## src/rtl/mem_wb_pipe_buf.sv

```systemverilog
`default_nettype none
// ============================================================================
// Module   : mem_wb_pipe_buf
// Brief    : MEM->WB elastic stage buffer with valid/ready handshake, flush,
//            write-back result mux and saturating retire/bubble counters.
// Revision : 1.0 - initial release
// ============================================================================
module mem_wb_pipe_buf #(
    parameter int DATA_W  = 32,
    parameter int INSTR_W = 32,
    parameter int RADDR_W = 5,
    parameter int DEPTH   = 2,
    parameter int CNT_W   = 32
) (
    input  logic               clk,
    input  logic               rst,
    input  logic               flush,

    input  logic               in_valid,
    output logic               in_ready,
    input  logic               regwrite_m,
    input  logic               memtoreg_m,
    input  logic [DATA_W-1:0]  aluout_m,
    input  logic [DATA_W-1:0]  readdata_m,
    input  logic [RADDR_W-1:0] writereg_m,
    input  logic [INSTR_W-1:0] instr_m,

    output logic               out_valid,
    input  logic               out_ready,
    output logic               regwrite_w,
    output logic               memtoreg_w,
    output logic [DATA_W-1:0]  aluout_w,
    output logic [DATA_W-1:0]  readdata_w,
    output logic [RADDR_W-1:0] writereg_w,
    output logic [INSTR_W-1:0] instr_w,
    output logic [DATA_W-1:0]  result_w,

    output logic [CNT_W-1:0]   retired_cnt,
    output logic [CNT_W-1:0]   bubble_cnt
);

    localparam int PTR_W = (DEPTH > 1) ? $clog2(DEPTH) : 1;
    localparam int OCC_W = $clog2(DEPTH + 1);

    localparam logic [PTR_W-1:0] c_ptr_one = PTR_W'(1);
    localparam logic [OCC_W-1:0] c_occ_one = OCC_W'(1);
    localparam logic [OCC_W-1:0] c_depth   = OCC_W'(DEPTH);
    localparam logic [CNT_W-1:0] c_cnt_one = CNT_W'(1);
    localparam logic [CNT_W-1:0] c_cnt_max = {CNT_W{1'b1}};

    // Payload storage; contents are don't-care after reset, so no reset here.
    logic               r_mem_regwrite [DEPTH];
    logic               r_mem_memtoreg [DEPTH];
    logic [DATA_W-1:0]  r_mem_aluout   [DEPTH];
    logic [DATA_W-1:0]  r_mem_readdata [DEPTH];
    logic [RADDR_W-1:0] r_mem_writereg [DEPTH];
    logic [INSTR_W-1:0] r_mem_instr    [DEPTH];

    logic [PTR_W-1:0]   r_wptr;
    logic [PTR_W-1:0]   r_rptr;
    logic [OCC_W-1:0]   r_count;
    logic [CNT_W-1:0]   r_retired_cnt;
    logic [CNT_W-1:0]   r_bubble_cnt;

    logic               w_valid;
    logic               w_push;
    logic               w_pop;
    logic               w_store;
    logic               w_retire;
    logic               w_bubble;
    logic [OCC_W-1:0]   w_count_nxt;

    // Handshake decisions depend on registered occupancy only.
    assign w_valid  = (r_count != '0);
    assign in_ready = (r_count < c_depth);
    assign w_push   = in_valid & in_ready;
    assign w_pop    = w_valid & out_ready;
    assign w_store  = w_push & ~flush;
    assign w_retire = w_pop & r_mem_regwrite[r_rptr];
    assign w_bubble = out_ready & ~w_valid;

    always_comb begin
        w_count_nxt = r_count;
        case ({w_push, w_pop})
            2'b10:   w_count_nxt = r_count + c_occ_one;
            2'b01:   w_count_nxt = r_count - c_occ_one;
            default: w_count_nxt = r_count;
        endcase
    end

    always_ff @(posedge clk) begin
        if (w_store) begin
            r_mem_regwrite[r_wptr] <= regwrite_m;
            r_mem_memtoreg[r_wptr] <= memtoreg_m;
            r_mem_aluout[r_wptr]   <= aluout_m;
            r_mem_readdata[r_wptr] <= readdata_m;
            r_mem_writereg[r_wptr] <= writereg_m;
            r_mem_instr[r_wptr]    <= instr_m;
        end
    end

    // Flush empties the buffer but leaves the performance counters running.
    always_ff @(posedge clk or posedge rst) begin
        if (rst) begin
            r_wptr  <= '0;
            r_rptr  <= '0;
            r_count <= '0;
        end else if (flush) begin
            r_wptr  <= '0;
            r_rptr  <= '0;
            r_count <= '0;
        end else begin
            if (w_push) begin
                r_wptr <= r_wptr + c_ptr_one;
            end
            if (w_pop) begin
                r_rptr <= r_rptr + c_ptr_one;
            end
            r_count <= w_count_nxt;
        end
    end

    // A pop on a flush edge still retires: WB has already consumed the head.
    always_ff @(posedge clk or posedge rst) begin
        if (rst) begin
            r_retired_cnt <= '0;
            r_bubble_cnt  <= '0;
        end else begin
            if (w_retire && (r_retired_cnt != c_cnt_max)) begin
                r_retired_cnt <= r_retired_cnt + c_cnt_one;
            end
            if (w_bubble && (r_bubble_cnt != c_cnt_max)) begin
                r_bubble_cnt <= r_bubble_cnt + c_cnt_one;
            end
        end
    end

    // Head payload is forced to zero whenever no entry is presented.
    always_comb begin
        out_valid  = w_valid;
        regwrite_w = 1'b0;
        memtoreg_w = 1'b0;
        aluout_w   = '0;
        readdata_w = '0;
        writereg_w = '0;
        instr_w    = '0;
        if (w_valid) begin
            regwrite_w = r_mem_regwrite[r_rptr];
            memtoreg_w = r_mem_memtoreg[r_rptr];
            aluout_w   = r_mem_aluout[r_rptr];
            readdata_w = r_mem_readdata[r_rptr];
            writereg_w = r_mem_writereg[r_rptr];
            instr_w    = r_mem_instr[r_rptr];
        end
    end

    assign result_w    = memtoreg_w ? readdata_w : aluout_w;
    assign retired_cnt = r_retired_cnt;
    assign bubble_cnt  = r_bubble_cnt;

endmodule
`default_nettype wire
```

## config.mk

```make
export PLATFORM = sky130hd
export DESIGN_NAME = mem_wb_pipe_buf
export DESIGN_NICKNAME = d
export VERILOG_FILES = /design/src/rtl/mem_wb_pipe_buf.sv
export SDC_FILE = /design/constraint.sdc
export NUM_CORES = 1
export LEC_CHECK = 0
export BUFFER_PORTS_ARGS = -buffer_cell sky130_fd_sc_hd__buf_4
export CAP_MARGIN = 20
export CORE_ASPECT_RATIO = 0.5
export CORE_MARGIN = 3
export CORE_UTILIZATION = 49
export CTS_BUF_LIST = sky130_fd_sc_hd__clkbuf_4
export CTS_CLUSTER_DIAMETER = 30
export DETAILED_ROUTE_END_ITERATION = 6
export GPL_TIMING_DRIVEN = 0
export PLACE_DENSITY = 0.78
export SYNTH_ARGS = -nofsm -noshare
export SYNTH_HDL_FRONTEND = slang
export SYNTH_SLANG_ARGS = --single-unit
```

## constraint.sdc

```tcl
create_clock -name clk -period 8.2 [get_ports clk]
set_input_delay 2.46 -clock clk [delete_from_list [all_inputs] [get_ports clk]]
set_output_delay 2.46 -clock clk [all_outputs]
set_load 0.01 [all_outputs]
```

* Word level (Yosys, flattened, before mapping) *
Memories as Yosys holds them, arrays and structs flattened.
Index checks and enable logic that the tools add are counted.
W data, S select, Z words.

word-level totals
  register bits = 68
  memory bits (writable) = 206
  word-level logic and storage cells = 50
  memories = 6

cells by class
  $add $sub $neg = 6
  magnitude comparators = 1
  equality and inequality tests = 4
  multiplexer cells = 15
  bitwise logic cells = 7
  reduce and logical (&&, ||, !) cells = 6

memories
  name            words  width  read ports  clocked after Yosys merged registers in  write ports  RTL line  text
  r_mem_aluout    2      32     1           0                                        1            54        logic [DATA_W-1:0] r_mem_aluout [DEPTH];
  r_mem_instr     2      32     1           0                                        1            57        logic [INSTR_W-1:0] r_mem_instr [DEPTH];
  r_mem_readdata  2      32     1           0                                        1            55        logic [DATA_W-1:0] r_mem_readdata [DEPTH];
  r_mem_writereg  2      5      1           0                                        1            56        logic [RADDR_W-1:0] r_mem_writereg [DEPTH];
  r_mem_memtoreg  2      1      1           0                                        1            53        logic r_mem_memtoreg [DEPTH];
  r_mem_regwrite  2      1      1           0                                        1            52        logic r_mem_regwrite [DEPTH];

operator list
  kind                     count
  $mux W32                 4
  $add A32 B1 Y32 const B  2
  $ne A32 B32 Y1 const B   2
  $mux W1                  8
  $reduce_bool A2 Y1       3
  $and A1 B1 Y1            5
  $mux W5                  1
  $pmux W2 S2              1
  $reduce_bool A3 Y1       1
  $add A1 B1 Y1 const B    2
  $add A2 B1 Y2 const B    1
  $eq A2 B1 Y1 const B     1
  $eq A2 B2 Y1 const B     1
  $logic_and A1 B1 Y1      2
  $lt A2 B2 Y1 const B     1
  $mux W2                  1
  $not A1 Y1               2
  $sub A2 B1 Y2 const B    1

* Depth between registers and ports, before layout *
Gate-level depths: netlist of the first run.

  depth after elaboration = 5
  mapped depth = 7

* Worst setup path before layout of the first run *
Ideal clock, no wire load.

  path type = input to register
  start = input in_valid
  end = memory r_mem_aluout[1][0], enable pin
  setup time = 712 ps
  data arrival time = 10126 ps
  required time = 7488 ps
  slack = -2638 ps
  cell stages on the path = 2
  buffers on the path = 0
  path through = nand2b_1 -> nor3b_1

between the ends
  word-level cells in the longest chain between the ends = 4

RTL lines
  element                        RTL line  text
  from (decl)                    19        input logic in_valid,
  $and A1 B1 Y1                  76        assign w_push = in_valid & in_ready;
  $and A1 B1 Y1                  78        assign w_store = w_push & ~flush;
  $mux W1                        92        if (w_store) begin
  $mux W1 (implied by the code)  95        r_mem_aluout[r_wptr] <= aluout_m;
  to (decl)                      54

Every way passes these cells.

* Worst setup path in the final report of the first run *
  start = register r_rptr
  end = output result_w[12]

between the ends
  word-level cells in the longest chain between the ends = 3
  elaborated cells between the ends (all ways) = 7
  classes of those cells = mux: 4; memory: 3

RTL lines
  element                                 RTL line  text
  from (decl)                             60        logic [PTR_W-1:0] r_rptr;
  from (signal assigned)                  117       r_rptr <= r_rptr + c_ptr_one;
  $mem_v2 Z2 W32 (tied with other cells)  -
  $mux W32 or $mux W1 (tied branches)     147       if (w_valid) begin
  $mux W32 *                              157       assign result_w = memtoreg_w ? readdata_w : aluout_w;
  to (decl)                               36        output logic [DATA_W-1:0] result_w,

Mark *: on every way between the ends. The rest lies on a longest branch, timed or not.

==> impl_results.md, run 1 <==
* Element type at the critical path start: register
* Critical Path Most Common Cell: clkbuf_1
* GP Congestion at 0.821
* NetSw at 0.836 mW
* CTS tree: done
* RSZ-0062 raised after global routing: no
* Critical path buffer and inverter count at 3
* Max-Cap Viols at 0
* Synth Flop Type: edfxtp_1
* DRC errors left at 0
* Hold-fix buffer count after cts at 0
* Largest stage delay, worst path at 0.67 ns
* Hold Slack at 0.499 ns
* Syn nets at 886
* Clock latency at the later pin of the worst-skew pair at 0.70 ns
* Highest Clock Rate at 178 MHz
* DPL Wire Length at 19.7 mm
* Routed vias at 7,767
* Clock skew at 0.0432 ns
* Tcrit/Tclk final at 68.6%
* CTS max path bufs at 3
* Initial antenna violation count at 0
* Async SR Flop Fraction at 24.8%
* Clock Sinks at 274
* First-pass GRT wire length at 42.8 mm
* Leak pwr at 6.11 nW
* Vias in the first global route at 8,146
* CTS Buf Count at 61
* Syn_area_per_cell at 14.6 um2
* Top cell type's share of synthesized area at 54.5%
* IO buf count at 308
* WL per Instance at 18.1 um
* Final core utilization at 68.1%
* Post-DP Area at 14,300 um2
* Status: finished, final reports clean
* Int Power at 2.34 mW
* Register area share after synthesis at 69.5%
* PD cells at 210 nW/um2
* PostCTS Resize Cnt at 0
* Row cnt at 38
* Mapped Cells at 776
* Sw Share at 26.3%
* Peak supply drop at 0.173 mV
* Yosys synthesis warning count at 0
* Setup repair bufs after CTS at 0
* Share of layout cells above drive strength 1 at 39.1%
* WS Path Type: reg2out
* Via/cell ratio at 5.15
* Actual slew at the worst max-slew pin at 1.05 ns
* Slew Limit Fails at 0
* Final setup TNS at 0 ns
* Final worst slack at 2.58 ns
* Overflow after GRT at 0
* Hold WC Path Type: reg2reg
* Cell variety after synth at 43
* Initial detailed-routing violation count at 599
* Area Growth Syn to Fin at 33.3%
* Post-synth EDFFs at 206
* Starting density of the core at 51.1%
* Die X at 221 um
* Die area at 25,100 um2
* Critical path data required time at 5.74 ns
* Final Critical Period at 5.62 ns
* Commonest cells in the netlist: 206 x edfxtp_1, 121 x nor2_1, 103 x mux2i_1, 68 x dfrtp_1, 50 x xnor2_1
* # IOs at 309
* Critical-path cell list: clkbuf_1 > mux2i_1 > nor2_1 > clkbuf_1 > mux2_2 > buf_4
* Cell family with most CP delay: buffers and inverters
* Peak fanout along the critical path at 10
* CTS clk-pin slew, worst paths at 0.07 ns
* Part of the power in registers at 51.1%
* H-Tree Depth at 2
* Largest net degree at the start of global routing at 37
* Chip height at 114 um
* Root buffer cell: clkbuf_4
* Top-count cell post-synth: edfxtp_1
* CORE AREA at 22,200 um2
* Slew HR at 29.9%
* Aggregate routed wire length at 27.3 mm
* Clock power share at 33.4%
* CP arrival at 3.16 ns
* Fin area at 15,100 um2
* Dominant cells by area after synthesis: edfxtp_1 55%, dfrtp_1 15%, mux2i_1 9.1%
* Seq cells post-synth at 274
* Synth Cell Area at 11,300 um2
* DR pass1 iterations at 5
* Cell taking the most area after synthesis: edfxtp_1
* # diodes at 0
* Final hold vios at 0
* GRT Util Overall at 21.4%
* Crit end category: primary output
* Antenna Nets Post-Route at 0
* Dpl ws at 3.26 ns
* Final nets at 1,270
* CP max-delay cell: clkbuf_1
* Endpoints failing setup at 0
* Combinational Power Share at 15.5%
## cell usage in the layout, fill, tap and decap left out, types with 13 or more instances in the layout
| cell type | n |
|---|---|
| buf_4 | 308 |
| edfxtp_1 | 206 |
| nor2_1 | 121 |
| mux2i_1 | 103 |
| clkbuf_4 | 95 |
| dfrtp_1 | 68 |
| xnor2_1 | 50 |
| mux2_2 | 33 |
| nand3_1 | 31 |
| nand2_1 | 24 |
| nand4_1 | 23 |
| clkbuf_1 | 14 |
| xor2_1 | 13 |
| clkinv_1 | 13 |
## metal layers
layer / vias up / track usage (%) / wire, um
met1: 3810 / 26.0 / 10900
met2: 232 / 37.5 / 14100
met4: 0 / 8.14 / 752
li1: 3666 / - / -
met5: - / 0.190 / 0
met3: 59 / 5.30 / 1490
## power groups by stage
| stage | logic, mW | registers (mW) | clock network (mW) |
|---|---|---|---|
| after floorplan | 0.228 | 1.66 | 0 |
| after global placement | 0.463 | 1.66 | 0 |
| after detailed placement | 0.494 | 1.65 | 0 |
| after CTS | 0.496 | 1.62 | 1.10 |
| after global routing | 0.531 | 1.63 | 1.18 |
| final | 0.491 | 1.62 | 1.06 |
## final timing paths
check	start	to	slack [ns]	cells after the start
max	r_rptr	result_w[12]	2.58	6
min	bubble_cnt[31]	bubble_cnt[31]	0.50	1
max reg2reg	retired_cnt[0]	retired_cnt[1]	5.68	5
min reg2reg	bubble_cnt[31]	bubble_cnt[31]	0.50	1
max in group asynchronous	rst	bubble_cnt[4]	5.64	3
min in group asynchronous	rst	retired_cnt[3]	1.92	2
## cell families (layout without fill, tap and decap cells)
| family | count (synthesis) | count (layout) | share of synthesized area (%) |
|---|---|---|---|
| simple gates | 249 | 249 | 10.7 |
| xor+xnor | 63 | 63 | 4.86 |
| flops | 274 | 274 | 69.5 |
| mux | 137 | 137 | 12.5 |
| compound gates | 12 | 12 | 0.805 |
| fa+ha+maj | 2 | 2 | 0.221 |
| buf+inv | 39 | 472 | 1.37 |
## registers in the layout, indices dropped and copies added (netlist names)
register        count
r_mem_regwrite      2
r_mem_memtoreg      2
r_mem_aluout       64
bubble_cnt         32
r_wptr              1
r_count             2
r_rptr              1
r_mem_instr        64
retired_cnt        32
r_mem_readdata     64
r_mem_writereg     10
## layout make-up
class	instances	area, um2
well taps	300	375
flip-flops and latches	274	7890
fillers	1552	7090
multi-input cells	463	3320
inverters	9	33.8
repair buffers	321	2590
plain buffers	30	121
clock buffers	95	713
clock inverters	17	73.8
## per-stage QoR
step           power (mW)  cells
2_1_floorplan        1.89    776
3_3_place_gp         2.12   1384
3_5_place_dp         2.15   1397
4_1_cts              3.22   1509
5_1_grt              3.35   1509
6_report             3.18   1509
Power figures use the tool's default switching activity.
==> run 2: changes to the inputs <==
==> constraint.sdc (replaced) <==
create_clock -name clk -period 5 [get_ports clk]
set_input_delay 1.5 -clock clk [delete_from_list [all_inputs] [get_ports clk]]
set_output_delay 1.5 -clock clk [all_outputs]
set_load 0.01 [all_outputs]
==> impl_results.md, run 2 (synthesis gave the netlist of run 1 again) <==
* # IOs at 309 (unchanged)
* Element type at the critical path start: register
* Final setup TNS at 0 ns (unchanged)
* Slew Limit Fails at 0 (unchanged)
* Leak pwr at 6.10 nW (-0.18%)
* Final Critical Period at 4.75 ns
* PD cells at 344 nW/um2 (+64%)
* GP Congestion at 0.813 (-0.97%)
* Hold-fix buffer count after cts at 0 (unchanged)
* Worst r2r dst: r_mem_instr[1][25]
* Crit end category: primary output
* Final core utilization at 68.0% (about the same)
* IO buf count at 308 (unchanged)
* Placed cell count at 1,396 (-0.072%)
* Highest Clock Rate at 211 MHz
* WL per Instance at 18.5 um (+2.2%)
* Slew HR at 38.1% (+8.2 points)
* Final worst slack at 0.252 ns (-2.33 ns)
* Final hold vios at 0 (unchanged)
* Max-Cap Viols at 0 (unchanged)
* Peak supply drop at 0.252 mV (+46%)
* Largest net degree at the start of global routing at 69 (+86%)
* Antenna Nets Post-Route at 0 (unchanged)
* Share of layout cells above drive strength 1 at 38.8% (-0.32 points)
* DRC errors left at 0 (unchanged)
* Endpoints failing setup at 0 (unchanged)
* CTS tree: done
* Vias in the first global route at 8,165 (+0.23%)
* Area Growth Syn to Fin at 33.2% (about the same)
* Starting density of the core at 51.1% (unchanged)
* Clock Sinks at 274 (unchanged)
* Row cnt at 38 (unchanged)
* DR pass1 iterations at 5 (unchanged)
* Tcrit/Tclk final at 95.0%
* WS Path Type: reg2out
* Clock skew at 0.0575 ns (+0.0142 ns)
* Die area at 25,100 um2 (unchanged)
* Part of the power in registers at 51.2% (about the same)
* CTS clk-pin slew, worst paths at 0.08 ns (about the same)
* H-Tree Depth at 2 (unchanged)
* DPL Wire Length at 19.9 mm (+1.1%)
* Via/cell ratio at 5.17 (+0.45%)
* Final nets at 1,268 (-0.16%)
* CORE AREA at 22,200 um2 (unchanged)
* Reg2Reg Depth at 6 (+1)
* CP endpoint: result_w[23]
* Initial detailed-routing violation count at 563 (-6.0%)
* Chip height at 114 um (unchanged)
* Largest regs: r_mem_aluout (64), r_mem_instr (64), r_mem_readdata (64)
* Routed vias at 7,766 (-0.013%)
* Launch point of the worst path: r_rptr
* First-pass GRT wire length at 43.6 mm (+1.9%)
* RSZ-0062 raised after global routing: no
* Overflow after GRT at 0 (unchanged)
* Dpl ws at 0.933 ns (-2.33 ns)
* Flop2flop setup slack at 2.33 ns (-3.35 ns)
* Initial antenna violation count at 1 (+1)
* CTS max path bufs at 3 (unchanged)
* Combinational Power Share at 15.7% (+0.2 points)
* Actual slew at the worst max-slew pin at 0.925 ns (-0.123 ns)
* Most common cell after layout, fill and taps aside: buf_4
* Clock latency at the later pin of the worst-skew pair at 0.69 ns (about the same)
* Root buffer cell: clkbuf_4
* Reg2Reg Launch Point: r_count[1]
* Hold path cells at 1 (unchanged)
* Aggregate routed wire length at 27.8 mm (+1.7%)
* GRT Util Overall at 21.8% (+0.44 points)
* Clock power share at 33.2% (-0.2 points)
* Int Power at 3.83 mW (+64%)
* Most frequent cells in the layout: 308 x buf_4, 206 x edfxtp_1, 121 x nor2_1
* Status: finished, final reports clean
* CP arrival at 3.25 ns (+0.09 ns)
* CTS Buf Count at 60 (-1.6%)
* Non-filler cells, final at 1,502 (-0.46%)
* NetSw at 1.37 mW (+64%)
* Hold WC Path Type: reg2reg
* Sw Share at 26.3% (-0.041 points)
* PostCTS Resize Cnt at 0 (unchanged)
* Setup repair bufs after CTS at 0 (unchanged)
* Die X at 221 um (unchanged)
* Critical path data required time at 3.50 ns (-2.24 ns)
* Peak fanout along the critical path at 10 (unchanged)
## run 2: through the flow
stage          hold slack (ns)  instance area (um2)  total power, mW
2_1_floorplan            0.515                11400             3.09
3_3_place_gp             0.483                14100             3.49
3_5_place_dp             0.482                14300             3.53
4_1_cts                  0.502                15100             5.26
5_1_grt                  0.519                15100             5.48
6_report                 0.502                15100             5.20
## run 2: cell type report
type                       count  area, um2
inverter                       9       36.3
tap                          300        375
timing repair buffer         320       2610
clock buffer                  89        668
fill                        1640       7100
buffer                        30        123
antenna                        1       2.50
clock inverter                16       87.6
multi-input combinational    463       3320
sequential                   274       7890
## run 2: worst min-delay path by stage
stage                     from         endpoint  slack (ns)
2_1_floorplan  retired_cnt[15]  retired_cnt[15]        0.52
3_3_place_gp    bubble_cnt[23]   bubble_cnt[23]        0.48
3_5_place_dp    bubble_cnt[15]   bubble_cnt[15]        0.48
4_1_cts         bubble_cnt[15]   bubble_cnt[15]        0.50
5_1_grt         bubble_cnt[15]   bubble_cnt[15]        0.52
6_report        bubble_cnt[15]   bubble_cnt[15]        0.50
## run 2: routing by layer
metal | share of wire [%] | vias up | routed length (um) | GRT usage (%)
met5 | 0 | - | 0 | 0
met4 | 2.1 | 0 | 577 | 6.94
met3 | 5.2 | 45 | 1440 | 5.50
met2 | 52 | 218 | 14500 | 38.9
met1 | 40 | 3851 | 11200 | 26.5
li1 | - | 3652 | - | -
## run 2: power by group through the flow
stage | Clock [mW] | Sequential [mW] | Combinational (mW)
after floorplan | 0 | 2.71 | 0.375
after detailed placement | 0 | 2.71 | 0.824
after global placement | 0 | 2.71 | 0.776
after CTS | 1.77 | 2.66 | 0.827
after global routing | 1.92 | 2.68 | 0.883
final | 1.72 | 2.66 | 0.816
## run 2: worst max-delay path: stages (launching register included)
cell,delay [ns]
dfrtp_1,0.32
clkbuf_1,0.26
mux2i_1,0.12
nor2_1,0.59
clkbuf_1,0.74
mux2_2,0.42
buf_4,0.14
